File: src/rtl/latch_bank_pkg.sv
// Shared types and defaults for the latch-bank write arbiter.
package latch_bank_pkg;

  typedef enum logic [1:0] {
    IDLE   = 2'd0,
    SETUP  = 2'd1,
    ENABLE = 2'd2,
    HOLD   = 2'd3
  } state_t;

  localparam int DEF_DEPTH = 4;
  localparam int DEF_WIDTH = 8;

endpackage

File: src/rtl/latch_bank_wr_arbiter_rr_arb2.sv
// Two-way round-robin arbiter: one-hot grant, pointer moves to the other
// requester after every granted advance.
module rr_arb2 (
  input  logic       clk,
  input  logic       rst_n,
  input  logic [1:0] req,
  input  logic       advance,
  output logic [1:0] gnt
);

  logic ptr_q;  // 0 favours requester 0 on contention

  always_comb begin
    gnt = req;
    if (req == 2'b11) gnt = ptr_q ? 2'b10 : 2'b01;
  end

  // NOTE: sequential state uses non-blocking assignments so every flop
  // samples the pre-edge values regardless of statement order.
  always_ff @(posedge clk or negedge rst_n) begin
    if (!rst_n)                 ptr_q <= 1'b0;
    else if (advance && |gnt)   ptr_q <= gnt[0];
  end

endmodule

File: src/rtl/latch_bank_wr_arbiter.sv
// Arbitrates two write requesters onto a shared latch bank, sequencing each
// write as setup / one-hot enable / hold with all outputs driven from flops.
module latch_bank_wr_arbiter
  import latch_bank_pkg::*;
#(
  parameter  int DEPTH = DEF_DEPTH,
  parameter  int WIDTH = DEF_WIDTH,
  localparam int AW    = $clog2(DEPTH)
) (
  input  logic             clk,
  input  logic             rst_n,
  input  logic             req0,
  input  logic [AW-1:0]    addr0,
  input  logic [WIDTH-1:0] data0,
  output logic             done0,
  input  logic             req1,
  input  logic [AW-1:0]    addr1,
  input  logic [WIDTH-1:0] data1,
  output logic             done1,
  output logic [WIDTH-1:0] lat_d,
  output logic [DEPTH-1:0] lat_en,
  output logic             busy,
  output logic             err
);

  localparam logic [AW:0] DEPTH_LIM = DEPTH[AW:0];

  state_t           state_q, state_d;
  logic [AW-1:0]    addr_q;
  logic             win_q;
  logic [1:0]       gnt;
  logic             capture;
  logic             in_range;
  logic [DEPTH-1:0] lat_en_d;
  logic [WIDTH-1:0] lat_d_d;
  logic             done0_d, done1_d, err_d;

  rr_arb2 u_arb (
    .clk     (clk),
    .rst_n   (rst_n),
    .req     ({req1, req0}),
    .advance (capture),
    .gnt     (gnt)
  );

  // Non-power-of-two banks leave address codes with no latch behind them.
  assign in_range = ({1'b0, addr_q} < DEPTH_LIM);

  // NOTE: every signal written here gets a default first; a path that left
  // one unassigned would infer a latch.
  always_comb begin
    state_d  = state_q;
    capture  = 1'b0;
    lat_en_d = '0;
    lat_d_d  = lat_d;
    done0_d  = 1'b0;
    done1_d  = 1'b0;
    err_d    = 1'b0;
    unique case (state_q)
      IDLE: begin
        if (req0 || req1) begin
          capture = 1'b1;
          lat_d_d = gnt[1] ? data1 : data0;
          state_d = SETUP;
        end
      end
      SETUP: begin
        for (int i = 0; i < DEPTH; i++) lat_en_d[i] = (addr_q == AW'(i));
        state_d = ENABLE;
      end
      ENABLE: begin
        done0_d = !win_q;
        done1_d = win_q;
        err_d   = !in_range;
        state_d = HOLD;
      end
      HOLD: state_d = IDLE;
      default: state_d = IDLE;
    endcase
  end

  always_ff @(posedge clk or negedge rst_n) begin
    if (!rst_n) begin
      state_q <= IDLE;
      addr_q  <= '0;
      win_q   <= 1'b0;
      lat_en  <= '0;
      lat_d   <= '0;
      done0   <= 1'b0;
      done1   <= 1'b0;
      err     <= 1'b0;
      busy    <= 1'b0;
    end else begin
      state_q <= state_d;
      lat_en  <= lat_en_d;
      lat_d   <= lat_d_d;
      done0   <= done0_d;
      done1   <= done1_d;
      err     <= err_d;
      busy    <= (state_d != IDLE);
      if (capture) begin
        addr_q <= gnt[1] ? addr1 : addr0;
        win_q  <= gnt[1];
      end
    end
  end

endmodule

File: config.mk
export PLATFORM = sky130hd
export DESIGN_NAME = latch_bank_wr_arbiter
export DESIGN_NICKNAME = d
export VERILOG_FILES = /design/src/rtl/latch_bank_pkg.sv /design/src/rtl/latch_bank_wr_arbiter_rr_arb2.sv /design/src/rtl/latch_bank_wr_arbiter.sv
export SDC_FILE = /design/constraint.sdc
export NUM_CORES = 1
export LEC_CHECK = 0
export BUFFER_PORTS_ARGS = -buffer_cell sky130_fd_sc_hd__buf_2
export CAP_MARGIN = 30
export CORE_UTILIZATION = 43
export CTS_BUF_LIST = sky130_fd_sc_hd__clkbuf_8
export DETAILED_ROUTE_END_ITERATION = 12
export PLACE_DENSITY = 0.76
export SLEW_MARGIN = 20
export SYNTH_ARGS = -nofsm -noshare
export SYNTH_HDL_FRONTEND = slang
export SYNTH_SLANG_ARGS = --single-unit
File: constraint.sdc
create_clock -name clk -period 1.16 [get_ports clk]
set_input_delay 0.174 -clock clk [delete_from_list [all_inputs] [get_ports clk]]
set_output_delay 0.174 -clock clk [all_outputs]
set_load 0.01 [all_outputs]
==> metrics.yaml <==
sta:
  period_share_pct: 106
  finalSetupViolCount: 11
  slew_viol_final: 0
  fmax_ghz: 0.812
  rsz0062_at_grt: "yes"
  clock_skew_ns: 0.00175
  timing.final.ws_setup_ns: -0.0715
  min_period_ns: 1.23
  hold_viol: 0
  holdWs_ns: 0.187
  fin_tns_setup_ns: -0.608
critical_path:
  cp-endpoint: "lat_d[6]"
  critPathSlowestCell: "dfrtp_1"
  startpoint_type: "flop"
  end_kind: "flop"
  critPathKind: "reg2reg"
  r2r_slack_ns: -0.07
  worstPathMaxFanout: 5
  worstReg2RegEnd: "lat_d[6]"
  critical_path.top_delay_family: "flip-flops"
  cp.arrival_ns: 1.41
  cp-startpoint: "state_q[1]"
  critPathBufInv: 2
  slowest_delay_ns: 0.40
  required_ns: 1.34
  crit_cells: 6
  rr_startpoint: "state_q[1]"
  crit_chain: "inv_2, ha_4, o21a_4, clkbuf_16, nor2_2, a31oi_1"
  reg2regPathDepth: 6
routing:
  first_pass_iters: 4
  drtIter0Drc: 13
  num_vias: 898
  drc: 0
  drtAntennaViolNets: 0
  vias_per_cell: 5.38
  wl_per_cell_um: 14.4
  totalWireLength_mm: 2.40
final_layout:
  final_area_mm2: 0.00137
  stdcell_count: 167
  antenna_cells: 0
  drive_above_1_share_pct: 48.6
  fin_nets: 169
  syn_to_final_growth_pct: 45.9
logic_synthesis:
  synthTopCellsByArea: "dfrtp_1 56%, a31oi_1 7.3%, nand3_1 5.9%, ha_1 5.3%, nor2_1 4.8%"
  yosys_warnings: 0
  yosysUniqueCellTypes: 22
  yosysTopAreaCell: "dfrtp_1"
  synth_top_area_share_pct: 55.9
  synth.net_count: 122
  ys_seq_elements: 21
  synthCells: 94
  post_synth.cell_area_avg_um2: 10.0
  synthesis.area_um2: 940
  yosysSeqAreaShare_pct: 55.9
floorplanning:
  dieArea_mm2: 0.00238
  start_util_pct: 46.9
  row_count: 16
  die_w_um: 48.7
  core_area_mm2: 0.00200
  ios: 40
  die_y_um: 48.7
clock_network:
  clk_pin_slew_worst_paths_ns: 0.08
  cts_tree: "built"
  clk_root_buffer_cell: "clkbuf_8"
  clkSinkCount: 21
  clockBufferDepth: 2
  numCtsBuffers: 3
  clock_latency_ns: 0.25
  h-tree-depth: 1
placement:
  globalplace.congestion: 0.786
  io_buffer_count: 38
  place_ws_ns: -0.125
  hpwl_mm: 1.51
  post_dp_cell_area_mm2: 0.00118
  placed_cells: 159
outcome:
  violations: "setup timing"
  status: "complete, but fails checks"
grt:
  grt_start_max_net_pins: 22
  grt_pass1_vias: 830
  antenna_found_initial: 0
  grtUsageMet1_pct: 23.2
  overflow: 0
  gr-max-usage-layer: "met2"
  track_usage_pct: 20.3
  grt_pass1_wl_mm: 3.63
  grtUsageMet3_pct: 1.89
  grtUsageMet2_pct: 37.7
power_and_ir_drop:
  vdd_ir_drop_max_mv: 1.31
  p_leak_nw: 0.653
  p_per_area_mw_per_mm2: 2570
job:
  cap_violations: 0
hold_path:
  holdCritStartpoint: "data0[1]"
  hp-class: "in2reg"
-- state kept, by name, indices dropped and copies added, names as in the netlist --
register and flops:
addr_q 2, busy 1, done0 1, done1 1, lat_d 8, lat_en 4
state_q 2, u_arb.ptr_q 1, win_q 1
-- worst reg2reg max path: cells and delay by family, from the launching register on --
kind | cells | cell delay, ns
AOI/OAI and AO/OA | 2 | 0.31
adders and majority gates | 1 | 0.14
buffers and inverters | 2 | 0.26
DFF | 1 | 0.40
and+or+nand+nor | 1 | 0.03
-- synthesized netlist by cell type --
| cell type | n |
|---|---|
| nor3_1 | 1 |
| o21ai_0 | 6 |
| o21a_2 | 1 |
| and3b_1 | 1 |
| ha_1 | 4 |
| buf_2 | 2 |
| buf_4 | 4 |
| conb_1 | 1 |
| nor3b_1 | 1 |
| nor2_1 | 12 |
| and3_1 | 1 |
| o21ai_1 | 5 |
| a31oi_1 | 11 |
| inv_1 | 4 |
| dfrtp_1 | 21 |
| or2_2 | 1 |
| nand2b_1 | 1 |
| nor2b_1 | 2 |
| nand2_1 | 1 |
| nand3_1 | 11 |
| and2_1 | 1 |
| a21oi_1 | 2 |
-- placed cells by master (no fill, tap or decap), types with 2 or more instances in the layout --
cell | netlist | routed
ha_1 | 4 | 3
a31oi_1 | 11 | 9
clkbuf_8 | 0 | 3
dfrtp_1 | 21 | 21
buf_2 | 2 | 38
o21ai_0 | 6 | 6
nor2_1 | 12 | 4
a21oi_1 | 2 | 2
inv_2 | 0 | 2
nand3_1 | 11 | 11
buf_12 | 0 | 2
buf_4 | 4 | 6
inv_1 | 4 | 2
nor2b_1 | 2 | 2
nor2_4 | 0 | 3
o21ai_1 | 5 | 4
nor2_2 | 0 | 5
-- worst min-delay path by stage --
stage,end,slack [ns],cells past startpoint
2_1_floorplan,addr_q[0],-0.12,0
3_3_place_gp,lat_en[2],0.15,1
3_5_place_dp,lat_en[3],0.15,1
4_1_cts,lat_d[1],0.18,3
5_1_grt,lat_d[1],0.18,3
6_report,lat_d[1],0.19,3
-- layout make-up --
type | count | area (µm²)
fillers | 146 | 631
flip-flops and latches | 21 | 526
multi-input cells | 63 | 440
repair buffers | 48 | 310
clock buffers | 3 | 41.3
well taps | 27 | 33.8
inverters | 4 | 15.0
clock inverters | 1 | 5.00
-- cells by family after synthesis --
group | count (synthesis) | synth area share (%)
AND/OR/NAND/NOR | 33 | 17.3
buffers and inverters | 10 | 5.86
AO/OA/AOI/OAI | 25 | 15.2
other | 1 | 0.399
flip-flops | 21 | 55.9
adder cells (fa/ha/maj) | 4 | 5.33
-- what timing repair did --
item                                    in CTS  in global routing
hold endpoints to repair                    21                  0
gates cloned                                 1                  1
pin swaps                                    0                  1
setup buffers                                2                  0
endpoints found under the setup margin      12                 12
resized for setup                            6                 14
hold buffers                                 1                  0
-- per-stage QoR --
step | power [mW] | util, %
6_report | 3.52 | 68.5
5_1_grt | 3.76 | 68.5
4_1_cts | 3.32 | 65.8
3_5_place_dp | 2.58 | 59.1
3_3_place_gp | 2.50 | 59.1
2_1_floorplan | 2.04 | -
-- power breakdown --
group          total, mW  switching [mW]  internal [mW]  leakage [nW]
Sequential          1.29           0.229           1.06         0.251
Combinational       1.76           0.865          0.900         0.377
Clock              0.469           0.230          0.239        0.0255
Total               3.52            1.32           2.20         0.653
-- routing by layer --
metal | vias to the layer above | wire length, µm
met5 | - | 0
met1 | 429 | 943
met3 | 4 | 143
met2 | 45 | 1290
met4 | 0 | 25
li1 | 420 | -
Power figures use the tool's default switching activity.
